File: src/rtl/riscv_mem_stage_pkg.sv
// Shared widths, funct3 codes, FSM encoding and MEM-register payload for riscv_mem_stage.
package riscv_mem_stage_pkg;

    localparam int unsigned REG_BUS      = 32;
    localparam int unsigned MEM_DATA_BUS = 32;
    localparam int unsigned REG_ADDR_W   = 5;

    localparam logic [2:0] LSU_B  = 3'b000;
    localparam logic [2:0] LSU_H  = 3'b001;
    localparam logic [2:0] LSU_W  = 3'b010;
    localparam logic [2:0] LSU_BU = 3'b100;
    localparam logic [2:0] LSU_HU = 3'b101;

    typedef enum logic {
        MEM_IDLE = 1'b0,
        MEM_BUSY = 1'b1
    } mem_state_e;

    typedef enum logic [1:0] {
        SIZE_B = 2'd0,
        SIZE_H = 2'd1,
        SIZE_W = 2'd2
    } lsu_size_e;

    typedef struct packed {
        logic                  valid;
        logic [REG_BUS-1:0]    alu;
        logic [REG_BUS-1:0]    store_data;
        logic [2:0]            funct3;
        logic                  re;
        logic                  we;
        logic [REG_ADDR_W-1:0] rd;
        logic                  reg_we;
    } mem_entry_t;

    // Undefined funct3 codes fall back to a full-word access.
    function automatic lsu_size_e lsu_size(input logic [2:0] funct3);
        case (funct3)
            LSU_B, LSU_BU: return SIZE_B;
            LSU_H, LSU_HU: return SIZE_H;
            LSU_W:         return SIZE_W;
            default:       return SIZE_W;
        endcase
    endfunction

    function automatic logic lsu_misaligned(input logic [2:0] funct3, input logic [1:0] addr_lo);
        case (lsu_size(funct3))
            SIZE_H:  return addr_lo[0];
            SIZE_W:  return addr_lo != 2'b00;
            default: return 1'b0;
        endcase
    endfunction

endpackage

File: src/rtl/riscv_lsu_align.sv
// riscv_lsu_align: byte-lane placement for stores and lane extraction / extension for loads.
import riscv_mem_stage_pkg::*;

module riscv_lsu_align (
    input  logic [2:0]              funct3,
    input  logic [1:0]              addr_lo,
    input  logic [REG_BUS-1:0]      store_data,
    input  logic [MEM_DATA_BUS-1:0] rdata,
    output logic [3:0]              be,
    output logic [MEM_DATA_BUS-1:0] wdata,
    output logic [MEM_DATA_BUS-1:0] load_data
);

    logic [15:0] lane;
    logic        is_signed;

    always_comb begin
        lane      = 16'(rdata >> {addr_lo, 3'b000});
        is_signed = ~funct3[2];
        be        = 4'b0000;
        wdata     = '0;
        load_data = '0;
        case (lsu_size(funct3))
            SIZE_B: begin
                be        = 4'b0001 << addr_lo;
                wdata     = {4{store_data[7:0]}};
                load_data = {{24{is_signed & lane[7]}}, lane[7:0]};
            end
            // addr_lo == 3 leaves only the top byte enabled and the upper lane byte zero.
            SIZE_H: begin
                be        = 4'b0011 << addr_lo;
                wdata     = {2{store_data[15:0]}};
                load_data = {{16{is_signed & lane[15]}}, lane[15:0]};
            end
            default: begin
                be        = 4'b1111;
                wdata     = store_data;
                load_data = rdata;
            end
        endcase
    end

endmodule

File: src/rtl/riscv_mem_stage.sv
// riscv_mem_stage: MEM pipeline stage; drives the data-memory bus and stalls EX while an access is open.
// Optional misaligned-access trap (misalign_o port) is enabled by defining RISCV_MISALIGN_TRAP_EN.
import riscv_mem_stage_pkg::*;

module riscv_mem_stage (
    input  logic                    clk,
    input  logic                    rst_n,
    input  logic                    ex_valid_i,
    input  logic [REG_BUS-1:0]      ex_alu_i,
    input  logic [REG_BUS-1:0]      ex_store_i,
    input  logic [2:0]              ex_funct3_i,
    input  logic                    ex_re_i,
    input  logic                    ex_we_i,
    input  logic [REG_ADDR_W-1:0]   ex_rd_i,
    input  logic                    ex_reg_we_i,
    output logic                    stall_o,
    output logic                    dmem_req_o,
    output logic                    dmem_we_o,
    output logic [REG_BUS-1:0]      dmem_addr_o,
    output logic [3:0]              dmem_be_o,
    output logic [MEM_DATA_BUS-1:0] dmem_wdata_o,
    input  logic [MEM_DATA_BUS-1:0] dmem_rdata_i,
    input  logic                    dmem_ack_i,
    output logic [MEM_DATA_BUS-1:0] data_o,
    output logic [REG_BUS-1:0]      data_addr_o,
    output logic                    data_re_o,
    output logic                    data_we_o,
    output logic [REG_ADDR_W-1:0]   rd_o,
    output logic                    reg_we_o,
    output logic                    valid_o
`ifdef RISCV_MISALIGN_TRAP_EN
    ,
    output logic                    misalign_o
`endif
);

    mem_state_e              state_q;
    mem_state_e              state_d;
    mem_entry_t              mem_q;
    mem_entry_t              ex_entry;
    logic                    ex_mem_op;
    logic                    accept;
    logic                    complete;
    logic                    idle_reg_we;
    logic [3:0]              al_be;
    logic [MEM_DATA_BUS-1:0] al_wdata;
    logic [MEM_DATA_BUS-1:0] al_ldata;

    assign ex_entry = '{
        valid:      ex_valid_i,
        alu:        ex_alu_i,
        store_data: ex_store_i,
        funct3:     ex_funct3_i,
        re:         ex_re_i,
        we:         ex_we_i,
        rd:         ex_rd_i,
        reg_we:     ex_reg_we_i
    };

    // A misaligned access is retired straight from IDLE with the trap flag instead of going to memory.
`ifdef RISCV_MISALIGN_TRAP_EN
    logic mem_misalign;
    assign ex_mem_op    = ex_valid_i & (ex_re_i | ex_we_i)
                        & ~lsu_misaligned(ex_funct3_i, ex_alu_i[1:0]);
    assign mem_misalign = mem_q.valid & (mem_q.re | mem_q.we)
                        & lsu_misaligned(mem_q.funct3, mem_q.alu[1:0]);
    assign idle_reg_we  = mem_q.valid & mem_q.reg_we & ~mem_misalign;
`else
    assign ex_mem_op    = ex_valid_i & (ex_re_i | ex_we_i);
    assign idle_reg_we  = mem_q.valid & mem_q.reg_we;
`endif

    riscv_lsu_align u_align (
        .funct3     (mem_q.funct3),
        .addr_lo    (mem_q.alu[1:0]),
        .store_data (mem_q.store_data),
        .rdata      (dmem_rdata_i),
        .be         (al_be),
        .wdata      (al_wdata),
        .load_data  (al_ldata)
    );

    always_ff @(posedge clk or negedge rst_n) begin
        if (!rst_n) begin
            state_q <= MEM_IDLE;
        end else begin
            state_q <= state_d;
        end
    end

    // Bus drive and stall; a new EX entry is taken whenever the stage is not waiting on memory.
    always_comb begin
        state_d      = state_q;
        accept       = 1'b0;
        complete     = 1'b0;
        stall_o      = 1'b0;
        dmem_req_o   = 1'b0;
        dmem_we_o    = 1'b0;
        dmem_addr_o  = '0;
        dmem_be_o    = 4'b0000;
        dmem_wdata_o = '0;
        case (state_q)
            MEM_IDLE: begin
                accept = 1'b1;
            end
            MEM_BUSY: begin
                dmem_req_o   = 1'b1;
                dmem_we_o    = mem_q.we;
                dmem_addr_o  = {mem_q.alu[REG_BUS-1:2], 2'b00};
                dmem_be_o    = al_be;
                dmem_wdata_o = mem_q.we ? al_wdata : '0;
                stall_o      = ~dmem_ack_i;
                accept       = dmem_ack_i;
                complete     = dmem_ack_i;
            end
        endcase
        if (accept) begin
            state_d = ex_mem_op ? MEM_BUSY : MEM_IDLE;
        end
    end

    always_ff @(posedge clk or negedge rst_n) begin
        if (!rst_n) begin
            mem_q <= '0;
        end else if (accept) begin
            mem_q <= ex_entry;
        end
    end

    // WB register: bubble while waiting, memory result on ack, plain passthrough otherwise.
    always_ff @(posedge clk or negedge rst_n) begin
        if (!rst_n) begin
            valid_o     <= 1'b0;
            data_o      <= '0;
            data_addr_o <= '0;
            data_re_o   <= 1'b0;
            data_we_o   <= 1'b0;
            rd_o        <= '0;
            reg_we_o    <= 1'b0;
        end else if (!accept) begin
            valid_o     <= 1'b0;
            data_o      <= '0;
            data_addr_o <= '0;
            data_re_o   <= 1'b0;
            data_we_o   <= 1'b0;
            rd_o        <= '0;
            reg_we_o    <= 1'b0;
        end else if (complete) begin
            valid_o     <= mem_q.valid;
            data_o      <= mem_q.re ? al_ldata : '0;
            data_addr_o <= mem_q.alu;
            data_re_o   <= mem_q.re;
            data_we_o   <= mem_q.we;
            rd_o        <= mem_q.rd;
            reg_we_o    <= mem_q.valid & mem_q.reg_we;
        end else begin
            valid_o     <= mem_q.valid;
            data_o      <= '0;
            data_addr_o <= mem_q.alu;
            data_re_o   <= 1'b0;
            data_we_o   <= 1'b0;
            rd_o        <= mem_q.rd;
            reg_we_o    <= idle_reg_we;
        end
    end

`ifdef RISCV_MISALIGN_TRAP_EN
    always_ff @(posedge clk or negedge rst_n) begin
        if (!rst_n) begin
            misalign_o <= 1'b0;
        end else begin
            misalign_o <= accept & (state_q == MEM_IDLE) & mem_misalign;
        end
    end
`endif

endmodule
File: config.mk
export PLATFORM = sky130hd
export DESIGN_NAME = riscv_mem_stage
export DESIGN_NICKNAME = d
export VERILOG_FILES = /design/src/rtl/riscv_mem_stage_pkg.sv /design/src/rtl/riscv_lsu_align.sv /design/src/rtl/riscv_mem_stage.sv
export SDC_FILE = /design/constraint.sdc
export NUM_CORES = 1
export LEC_CHECK = 0
export BUFFER_PORTS_ARGS = -buffer_cell sky130_fd_sc_hd__buf_2
export CAP_MARGIN = 15
export CORE_AREA = 2 2 115 117
export DETAILED_ROUTE_END_ITERATION = 10
export DIE_AREA = 0 0 117 119
export GPL_ROUTABILITY_DRIVEN = 0
export PLACE_DENSITY_LB_ADDON = 0.3
export SLEW_MARGIN = 0
export SYNTH_ARGS = -nofsm -noshare
export SYNTH_HDL_FRONTEND = slang
export SYNTH_SLANG_ARGS = --single-unit
File: constraint.sdc
create_clock -name clk -period 2.3 [get_ports clk]
set_input_delay 0.23 -clock clk [delete_from_list [all_inputs] [get_ports clk]]
set_output_delay 0.23 -clock clk [all_outputs]
set_load 0.005 [all_outputs]
==> impl_metrics.toml <==
[status]
outcome = "completed"

[setup_path]
worstPathArrival_ns = 1.90
reg2reg_from = "mem_q[44]"
ff2ff_setup_slack_ns = 0.43
cp-end-kind = "output pin"
path_max_fanout = 18
rr_worst_depth = 4
crit_start = "mem_q[44]"
slowest_stage = "dfrtp_1"
cp_slowest_stage_delay_ns = 0.49
start_kind = "flip-flop"
required_ns = 2.07
path_cells = "buf_4 -> nand2b_1 -> o21ai_0 -> o21a_1 -> buf_2"
crit_type = "reg -> out"
r2r-end = "data_o[21]"
path_buf_inv = 2
crit_family = "flip-flops"

[grt]
grt_overflow_total = 0
antenna_found_initial = 2
grt_pass1_wl_um = 27600
grt_usage_pct = 25.7
first_global_vias = 5605
grt_max_degree = 97

[power]
p_clk_share_pct = 39.7
comb_power_share_pct = 17.0
p_per_area_nw_per_um2 = 775
p_switching_mw = 1.81
internal_power_mw = 5.20
p_seq_share_pct = 43.3
ir_drop_mv = 0.513
netSwitchingFraction_pct = 25.8
p_leak_nw = 5.04

[clocking]
cts_made_buffers = 17
cts_max_path_buffers = 2
clk_latency_ns = 0.41
clock-sinks = 150
cts_setup_buffers = 0
path_clk_slew_ns = 0.06
htreeDepth = 4
cts_tree = "yes"
clockRootBuffer = "clkbuf_16"

[synthesis]
ys.flop_type = "dfrtp_1"
synthCells = 718
synth_top_area_share_pct = 56.7
synth_edf_count = 0
ys_types = 33
netlist_area_um2 = 6620
yosysWarningCount = 0
seq_area_frac_synth_pct = 56.7
ys_ff_latch = 150
synth_top_area_cell = "dfrtp_1"
synth.area.top_cells = "dfrtp_1 (57%), nand2_1 (15%), and2_1 (6.4%), mux2i_1 (3.9%), nor2_1 (2.1%)"
async_reset_ff_share_pct = 100
syn_avg_cell_area_um2 = 9.22

[sta]
finalCritPeriodShare_pct = 92.6
drv_slew = 0
rsz0062_at_grt = "no"
skew_ns = 0.00440
max_freq_ghz = 0.469
hold_viol = 0
fin_crit_ns = 2.13
worstMarginPinSlew_ns = 0.632
setup_violations = 0
tns_ns = 0
slew_headroom_pct = 57.9

[die]
start_util_pct = 51.4
die_area_um2 = 13900
die_h_um = 119
num_rows = 42
dieWidth_um = 117
core_um2 = 12900
ios = 255

[detailed_routing]
wl_um = 17300
route.detailed.drc = 0
avgRoutedWirePerCell_um = 14.7
drt-pass1-iter-count = 4
vias_per_cell = 4.94
ant_nets = 0
dr_total_vias = 5831
first_iter_violations = 404

[placed_design]
dp_hpwl_um = 11800
dp.cells = 1112
post_dp_cell_area_um2 = 8060
io_buffers = 252

[final_layout]
fin_area_um2 = 9040
final_util_pct = 70.2
drive_gt1_share_pct = 32.2
fin_nets = 1103
fin_cells = 1181
area_growth_pct = 36.6
layout_common_cells = "nand2_1 (270), buf_2 (251), dfrtp_1 (148)"
layout_commonest_cell = "nand2_1"

[hold_path]
hold_depth = 3
hp-class = "in -> reg"
hold-path-endpoint = "mem_q[56]"
worstHoldStart = "ex_alu_i[13]"

[run]
drv_cap = 0
[what timing repair did]
action	CTS	global route
gates resized for setup	0	3
endpoints found under the hold margin	93	0
endpoints found under the setup margin	0	13
hold buffers	37	0
[power groups by stage]
stage          clock network, mW  logic [mW]  registers [mW]
5_1_grt                     2.96        1.34            3.07
2_1_floorplan                  0       0.641            3.03
3_3_place_gp                   0        1.13            3.07
3_5_place_dp                   0        1.14            3.08
6_report                    2.78        1.19            3.04
4_1_cts                     2.83        1.19            3.03
[cells in the mapped netlist, types with 3 or more instances]
cell      instances
o32ai_1           7
nor3_1           12
mux2i_1          26
nor2_1           37
clkbuf_1         32
and2_1           68
nor3_2            7
inv_1             8
nor2b_1          11
buf_6             3
nand2b_1          5
buf_4             3
buf_2            12
and3_1           10
o221a_2           7
a21oi_1          23
nand2_1         271
o21ai_0          10
o21a_1            3
dfrtp_1         150
[tightest hold or removal path, delay by kind of cell]
kind          cells  cell delay (ns)
buf+inv           1             0.07
simple gates      2             0.09
[worst max-delay path by stage]
stage                        end  slack (ns)  depth (start not counted)
finish              dmem_be_o[2]        0.17                          5
detailed placement    data_o[29]        0.45                          4
global placement    dmem_be_o[0]        0.49                          5
floorplan             data_o[21]        0.74                          6
CTS                 dmem_be_o[0]       0.006                          5
global route        dmem_be_o[0]        0.06                          5
[through the flow]
stage                     setup slack, ns  hold WS, ns  total power [mW]
after global placement              0.492        0.239              4.20
final                               0.170       0.0132              7.01
after CTS                         0.00647     0.000349              7.06
after floorplan                     0.745      -0.0656              3.67
after detailed placement            0.446        0.236              4.22
after global routing               0.0622      0.00948              7.36
[logic make-up (layout without fill, tap and decap cells)]
kind of cell,after synthesis,after routing,share of synthesized area (%)
and+or+nand+nor,426,426,28.9
DFF,150,150,56.7
buffers and inverters,61,346,4.20
AOI/OAI and AO/OA,53,53,5.99
muxes,27,27,4.14
other,1,3,0.0567
[flip-flops by register name (all words and copies together) (netlist names)]
register,flops
data_we_o,1
reg_we_o,1
rd_o,5
mem_q,76
data_re_o,1
state_q,1
data_o,32
data_addr_o,32
valid_o,1
[metal layers]
layer / GRT usage, % / routed length (um) / up-vias
li1: - / - / 2814
met1: 33.3 / 7080 / 2723
met2: 40.0 / 8400 / 253
met3: 6.92 / 1310 / 39
met4: 12.2 / 494 / 2
met5: 0 / 13 / -
[final cells by class]
class                      count  area [um2]
fill                        1029        3840
multi-input combinational    508        2600
antenna                        1        2.50
inverter                      10        37.5
timing repair buffer         305        1820
tap                          176         220
clock inverter                10         128
sequential                   150        3760
clock buffer                  21         470
No activity file was read; power rests on OpenSTA's default activity.
